==> src/rtl/arith_op_scheduler.sv <==
// arith_op_scheduler
// Round-robin front end that time-shares one set of 16-bit arithmetic units
// (float add, float mult, fixed add, fixed mult) between NREQ requesters.
// One operation is in flight at a time. Operands are latched on accept and
// the selected result is returned on a valid/ready response channel.
module arith_op_scheduler #(
    parameter int NREQ = 2,
    parameter int W    = 16
) (
    input  logic                clk,
    input  logic                rst,
    input  logic [NREQ-1:0]     req_valid,
    output logic [NREQ-1:0]     req_ready,
    input  logic [2*NREQ-1:0]   req_op,
    input  logic [W*NREQ-1:0]   req_a,
    input  logic [W*NREQ-1:0]   req_b,
    output logic [W-1:0]        dp_num1,
    output logic [W-1:0]        dp_num2,
    input  logic [W-1:0]        dp_res_fla,
    input  logic [W-1:0]        dp_res_flm,
    input  logic [W-1:0]        dp_res_fia,
    input  logic [W-1:0]        dp_res_fim,
    input  logic                dp_of_fla,
    input  logic                dp_of_flm,
    input  logic                dp_of_fia,
    input  logic                dp_of_fim,
    output logic                rsp_valid,
    input  logic                rsp_ready,
    output logic [W-1:0]        rsp_data,
    output logic                rsp_overflow,
    output logic [1:0]          rsp_id,
    output logic [1:0]          rsp_op,
    output logic                busy
);

    typedef enum logic [1:0] {
        IDLE = 2'b00,
        EXEC = 2'b01,
        RESP = 2'b10
    } state_t;

    state_t          state_r;
    state_t          next_state_s;
    logic            settle_r;
    logic [1:0]      rr_ptr_r;
    logic [1:0]      next_rr_ptr_s;
    logic [W-1:0]    num1_r;
    logic [W-1:0]    num2_r;
    logic [1:0]      op_r;
    logic [1:0]      id_r;
    logic            rsp_valid_r;
    logic [W-1:0]    rsp_data_r;
    logic            rsp_overflow_r;
    logic [1:0]      rsp_id_r;
    logic [1:0]      rsp_op_r;
    logic            busy_r;

    logic            grant_found_s;
    logic [1:0]      grant_idx_s;
    int              cand_s;
    logic [NREQ-1:0] req_ready_s;
    logic [W-1:0]    a_sel_s;
    logic [W-1:0]    b_sel_s;
    logic [1:0]      op_sel_s;
    logic [W-1:0]    res_sel_s;
    logic            of_sel_s;
    logic            accept_s;
    logic            capture_s;
    logic            release_s;

    // Rotating-priority search: first valid requester at or above rr_ptr, wrapping.
    always_comb begin
        grant_found_s = 1'b0;
        grant_idx_s   = 2'b00;
        cand_s        = 0;
        for (int k = 0; k < NREQ; k++) begin
            cand_s = int'(rr_ptr_r) + k;
            if (cand_s >= NREQ) begin
                cand_s = cand_s - NREQ;
            end else begin
                cand_s = cand_s;
            end
            for (int i = 0; i < NREQ; i++) begin
                if (!grant_found_s && (cand_s == i) && req_valid[i]) begin
                    grant_found_s = 1'b1;
                    grant_idx_s   = 2'(i);
                end else begin
                    grant_found_s = grant_found_s;
                end
            end
        end
    end

    // One-hot grant, only offered in IDLE and never while reset is asserted.
    always_comb begin
        req_ready_s = '0;
        for (int i = 0; i < NREQ; i++) begin
            if (!rst && (state_r == IDLE) && grant_found_s && (grant_idx_s == 2'(i))) begin
                req_ready_s[i] = 1'b1;
            end else begin
                req_ready_s[i] = 1'b0;
            end
        end
    end

    // Mux the winner's op and operands onto the latch inputs.
    always_comb begin
        a_sel_s  = '0;
        b_sel_s  = '0;
        op_sel_s = 2'b00;
        for (int i = 0; i < NREQ; i++) begin
            if (grant_idx_s == 2'(i)) begin
                a_sel_s  = req_a[W*i +: W];
                b_sel_s  = req_b[W*i +: W];
                op_sel_s = req_op[2*i +: 2];
            end else begin
                a_sel_s  = a_sel_s;
            end
        end
    end

    // Pointer advances past the granted requester, wrapping at NREQ-1.
    always_comb begin
        if (grant_idx_s == 2'(NREQ - 1)) begin
            next_rr_ptr_s = 2'b00;
        end else begin
            next_rr_ptr_s = grant_idx_s + 2'b01;
        end
    end

    // Pick the result and overflow of the unit addressed by the latched op.
    always_comb begin
        res_sel_s = dp_res_fla;
        of_sel_s  = dp_of_fla;
        case (op_r)
            2'b00:   begin res_sel_s = dp_res_fla; of_sel_s = dp_of_fla; end
            2'b01:   begin res_sel_s = dp_res_flm; of_sel_s = dp_of_flm; end
            2'b10:   begin res_sel_s = dp_res_fia; of_sel_s = dp_of_fia; end
            2'b11:   begin res_sel_s = dp_res_fim; of_sel_s = dp_of_fim; end
            default: begin res_sel_s = dp_res_fla; of_sel_s = dp_of_fla; end
        endcase
    end

    // Next-state and datapath enables. EXEC spans two edges: the first lets the
    // freshly registered operands ripple through the operators, the second captures.
    always_comb begin
        next_state_s = state_r;
        accept_s     = 1'b0;
        capture_s    = 1'b0;
        release_s    = 1'b0;
        case (state_r)
            IDLE: begin
                if (grant_found_s) begin
                    next_state_s = EXEC;
                    accept_s     = 1'b1;
                end else begin
                    next_state_s = IDLE;
                end
            end
            EXEC: begin
                if (settle_r) begin
                    next_state_s = RESP;
                    capture_s    = 1'b1;
                end else begin
                    next_state_s = EXEC;
                end
            end
            RESP: begin
                if (rsp_valid_r && rsp_ready) begin
                    next_state_s = IDLE;
                    release_s    = 1'b1;
                end else begin
                    next_state_s = RESP;
                end
            end
            default: begin
                next_state_s = IDLE;
            end
        endcase
    end

    // State register, EXEC settle flag and registered busy.
    always_ff @(posedge clk or posedge rst) begin
        if (rst) begin
            state_r  <= IDLE;
            settle_r <= 1'b0;
            busy_r   <= 1'b0;
        end else begin
            state_r  <= next_state_s;
            settle_r <= (state_r == EXEC) && (next_state_s == EXEC);
            busy_r   <= (next_state_s != IDLE);
        end
    end

    // Accept-time latches: operands, op, requester id and round-robin pointer.
    always_ff @(posedge clk or posedge rst) begin
        if (rst) begin
            num1_r   <= '0;
            num2_r   <= '0;
            op_r     <= 2'b00;
            id_r     <= 2'b00;
            rr_ptr_r <= 2'b00;
        end else if (accept_s) begin
            num1_r   <= a_sel_s;
            num2_r   <= b_sel_s;
            op_r     <= op_sel_s;
            id_r     <= grant_idx_s;
            rr_ptr_r <= next_rr_ptr_s;
        end
    end

    // Response channel registers: loaded at the end of EXEC, cleared on handshake.
    always_ff @(posedge clk or posedge rst) begin
        if (rst) begin
            rsp_valid_r    <= 1'b0;
            rsp_data_r     <= '0;
            rsp_overflow_r <= 1'b0;
            rsp_id_r       <= 2'b00;
            rsp_op_r       <= 2'b00;
        end else if (capture_s) begin
            rsp_valid_r    <= 1'b1;
            rsp_data_r     <= res_sel_s;
            rsp_overflow_r <= of_sel_s;
            rsp_id_r       <= id_r;
            rsp_op_r       <= op_r;
        end else if (release_s) begin
            rsp_valid_r    <= 1'b0;
        end
    end

    assign req_ready    = req_ready_s;
    assign dp_num1      = num1_r;
    assign dp_num2      = num2_r;
    assign rsp_valid    = rsp_valid_r;
    assign rsp_data     = rsp_data_r;
    assign rsp_overflow = rsp_overflow_r;
    assign rsp_id       = rsp_id_r;
    assign rsp_op       = rsp_op_r;
    assign busy         = busy_r;

endmodule
==> config.mk <==
export PLATFORM = sky130hd
export DESIGN_NAME = arith_op_scheduler
export DESIGN_NICKNAME = d
export VERILOG_FILES = /design/src/rtl/arith_op_scheduler.sv
export SDC_FILE = /design/constraint.sdc
export NUM_CORES = 1
export LEC_CHECK = 0
export ABC_CLOCK_PERIOD_IN_PS = 2800
export BUFFER_PORTS_ARGS = -buffer_cell sky130_fd_sc_hd__buf_2
export CORE_MARGIN = 2
export CORE_UTILIZATION = 25
export DETAILED_ROUTE_END_ITERATION = 10
export GPL_TIMING_DRIVEN = 0
export HOLD_SLACK_MARGIN = 0.03
export SLEW_MARGIN = 30
export SYNTH_ARGS = -nofsm -noshare
export SYNTH_HDL_FRONTEND = slang
export SYNTH_SLANG_ARGS = --single-unit
==> constraint.sdc <==
create_clock -name clk -period 2.8 [get_ports clk]
set_clock_uncertainty 0.1 [all_clocks]
set_input_delay 0.42 -clock clk [delete_from_list [all_inputs] [get_ports clk]]
set_output_delay 0.42 -clock clk [all_outputs]
set_load 0.02 [all_outputs]
==> flow_summary_export.csv <==
group,metric,value,unit
floorplan,ios,198,
synthesis,synth_area,3060,um2
worst_setup_path,critPathMaxFanout,10,
timing,period_needed,2570,ps
global_routing,use_met1,17.5,%
floorplan,num_rows,40,
floorplan,die-height,115,um
global_routing,grt_pass1_wl,14.9,mm
synthesis,syn_nets,394,
clock_tree,cts_tree,"built",
timing,setup_viol,0,
timing,relSlewSlack,48.6,%
place,dp_cells,597,
synthesis,syn_inst,253,
clock_tree,htree_levels,3,
floorplan,die_w,115,um
drt,vias,2943,
drt,wl,9.51,mm
global_routing,grt.busiest_layer,"met2",
global_routing,grtUsageTotal,14.5,%
timing,fin_ws,234,ps
floorplan,dieArea,13100,um2
worst_setup_path,crit_type,"flip-flop to output port",
timing,worst_pin_slew,771,ps
place,pre_cts_ws,440,ps
global_routing,gr-usage-met3,3.49,%
drt,avgViaCountPerCell,4.79,
drt,drc,0,
final_layout,drive_gt1_share,51.6,%
clock_tree,cts_buffers,9,
final_layout,fin_cells,614,
timing,fmax,390,MHz
power,power_density,1140,nW/um2
drt,dr.first_iter.drc_count,93,
synthesis,ys_types,30,
synthesis,yosys_warnings,0,
power,power,0.00524,W
place,dp_hpwl,7.24,mm
clock_tree,cts.path.max_buffers,2,
worst_setup_path,cp-end-kind,"output port",
drt,wl_per_cell,15.5,um
drt,ant_nets,0,
timing,finalCritPeriodShare,91.6,%
drt,dr.pass1.iters,4,
clock_tree,cts_root_buf,"clkbuf_16",
status,status,"finished clean",
global_routing,grt_max_degree,39,
final_layout,areaGrowthSynthToFinish,50.0,%
final_layout,utilization,38.4,%
worst_setup_path,cp_data_arrival_time,2050,ps
place,io_buffers,196,
global_routing,grt_pass1_vias,3089,
clock_tree,clk_pin_slew,50,ps
power,vdd_drop_max,0.453,mV
timing,hold_slack,225,ps
clock_tree,post-cts-setup-buffer-count,0,
synthesis,synth_seq_cells,61,
timing,hold_viol_final,0,
power,p_leak,2.35,nW
hold_path,hp-class,"input pin to flip-flop",
synthesis,synth_area_per_cell,12.1,um2
global_routing,antenna_found_initial,0,
timing,slew_violations,0,
flow_run,cap_viol_max_count,0,
global_routing,grt_overflow_total,0,
final_layout,final_nets,603,
global_routing,met2_usage,24.9,%
floorplan,start_util,25.6,%
clock_tree,numClockSinks,61,
worst_setup_path,worstPathRequired,2280,ps
worst_setup_path,cp-start-kind,"flip-flop",
clock_tree,clk-insertion-delay-late,320,ps
final_layout,antenna_cells,0,
synthesis,ys_seq_area_share,49.9,%
place,place_congestion,0.747,
floorplan,coreArea,12000,um2
timing,rsz0062_at_grt,"false",
[critical path: stages, from the launching register on]
cell     delay [ps]
dfrtp_1         450
nor2_4          290
and3_1          190
buf_2           200
buf_2           270
and2_1          170
buf_2           160
[logic make-up after synthesis]
kind of cell,after synthesis,share of synthesized area [%]
multiplexers,36,11.9
buffers and inverters,27,4.91
AND/OR/NAND/NOR,37,5.60
flip-flops,61,49.9
other,1,0.123
AO/OA/AOI/OAI,91,27.6
[cell type report]
cell class | count | area (um2)
fill | 1208 | 7370
sequential | 61 | 1530
multi-input combinational | 165 | 1390
timing repair buffer | 198 | 1010
clock buffer | 12 | 256
tap | 147 | 184
buffer | 25 | 143
clock inverter | 4 | 70.1
inverter | 2 | 10.0
[routing by layer]
metal / up-vias / part of all wire, %
met5: - / 0
met2: 130 / 48
li1: 1402 / -
met1: 1396 / 43
met4: 0 / 1.8
met3: 15 / 7.4
[Yosys cell counts]
library cell / count / area [um2]
conb_1: 1 / 3.75
a221o_1: 34 / 340
nor2_1: 2 / 7.51
o221ai_2: 10 / 150
or2_1: 1 / 6.26
mux2i_1: 34 / 340
nand3_1: 1 / 5.00
inv_1: 2 / 7.51
and2_1: 2 / 12.5
buf_4: 2 / 15.0
nand3b_1: 1 / 7.51
buf_6: 4 / 45.0
a21boi_1: 2 / 15.0
mux2_2: 2 / 22.5
a21o_1: 2 / 15.0
and3_1: 2 / 12.5
o221ai_1: 7 / 61.3
or3b_1: 1 / 8.76
nand2b_1: 2 / 12.5
dfrtp_1: 61 / 1530
nand4_1: 1 / 6.26
a21boi_0: 32 / 240
nand2_1: 23 / 86.3
buf_1: 1 / 3.75
clkbuf_1: 9 / 33.8
a21oi_1: 2 / 10.0
o21ai_0: 1 / 5.00
nor2_2: 1 / 6.26
a211o_1: 1 / 8.76
buf_2: 9 / 45.0
[per-stage QoR]
step	area, um2	TNS (ps)
after floorplan	3060	0
after global placement	4230	-9570
after detailed placement	4250	0
after CTS	4580	0
after global routing	4590	0
final	4590	0
[worst paths after layout]
| path | endpoint | start | cells after the start | slack (ps) |
|---|---|---|---|---|
| max in group asynchronous | rsp_data[9]$_DFFE_PP0P_ | rst | 4 | 1570 |
| max reg2reg | dp_num1[4]$_DFFE_PP0P_ | state_r[0]$_DFF_PP0_ | 4 | 990 |
| min in group asynchronous | dp_num1[2]$_DFFE_PP0P_ | rst | 3 | 510 |
| min reg2reg | id_r[0]$_DFFE_PP0P_ | id_r[0]$_DFFE_PP0P_ | 1 | 380 |
| min | dp_num2[10]$_DFFE_PP0P_ | req_b[26] | 2 | 220 |
| max | req_ready[0] | state_r[0]$_DFF_PP0_ | 6 | 230 |
[timing repair]
| item | 4_1_cts | 5_1_grt |
|---|---|---|
| hold endpoints to repair | 25 | 0 |
| endpoints found under the setup margin | 0 | 1 |
| gates resized for setup | 0 | 1 |
| hold buffers | 1 | 0 |
[sequential cells by signal (all words and copies together) (netlist names)]
signal,count
busy,1
dp_num1,16
dp_num2,16
id_r,1
op_r,2
rr_ptr_r,1
rsp_data,16
rsp_id,1
rsp_op,2
rsp_overflow,1
rsp_valid,1
settle_r,1
state_r,2
[cell usage in the layout (no fill, tap or decap), types with 4 or more instances in the layout]
master	netlist	layout
dfrtp_1	61	61
clkbuf_16	0	9
nand2_1	23	23
buf_2	9	205
clkbuf_1	9	10
o221ai_1	7	7
buf_6	4	4
o221ai_2	10	10
a21boi_0	32	32
a221o_1	34	34
mux2i_1	34	34
[power breakdown]
| group | total [W] | switching, W | internal (W) |
|---|---|---|---|
| registers | 0.00154 | 0.000230 | 0.00131 |
| clock network | 0.00120 | 0.000379 | 0.000824 |
| logic | 0.00250 | 0.00144 | 0.00106 |
| total | 0.00524 | 0.00205 | 0.00320 |
Note: power is estimated with default switching activity, not from simulation.
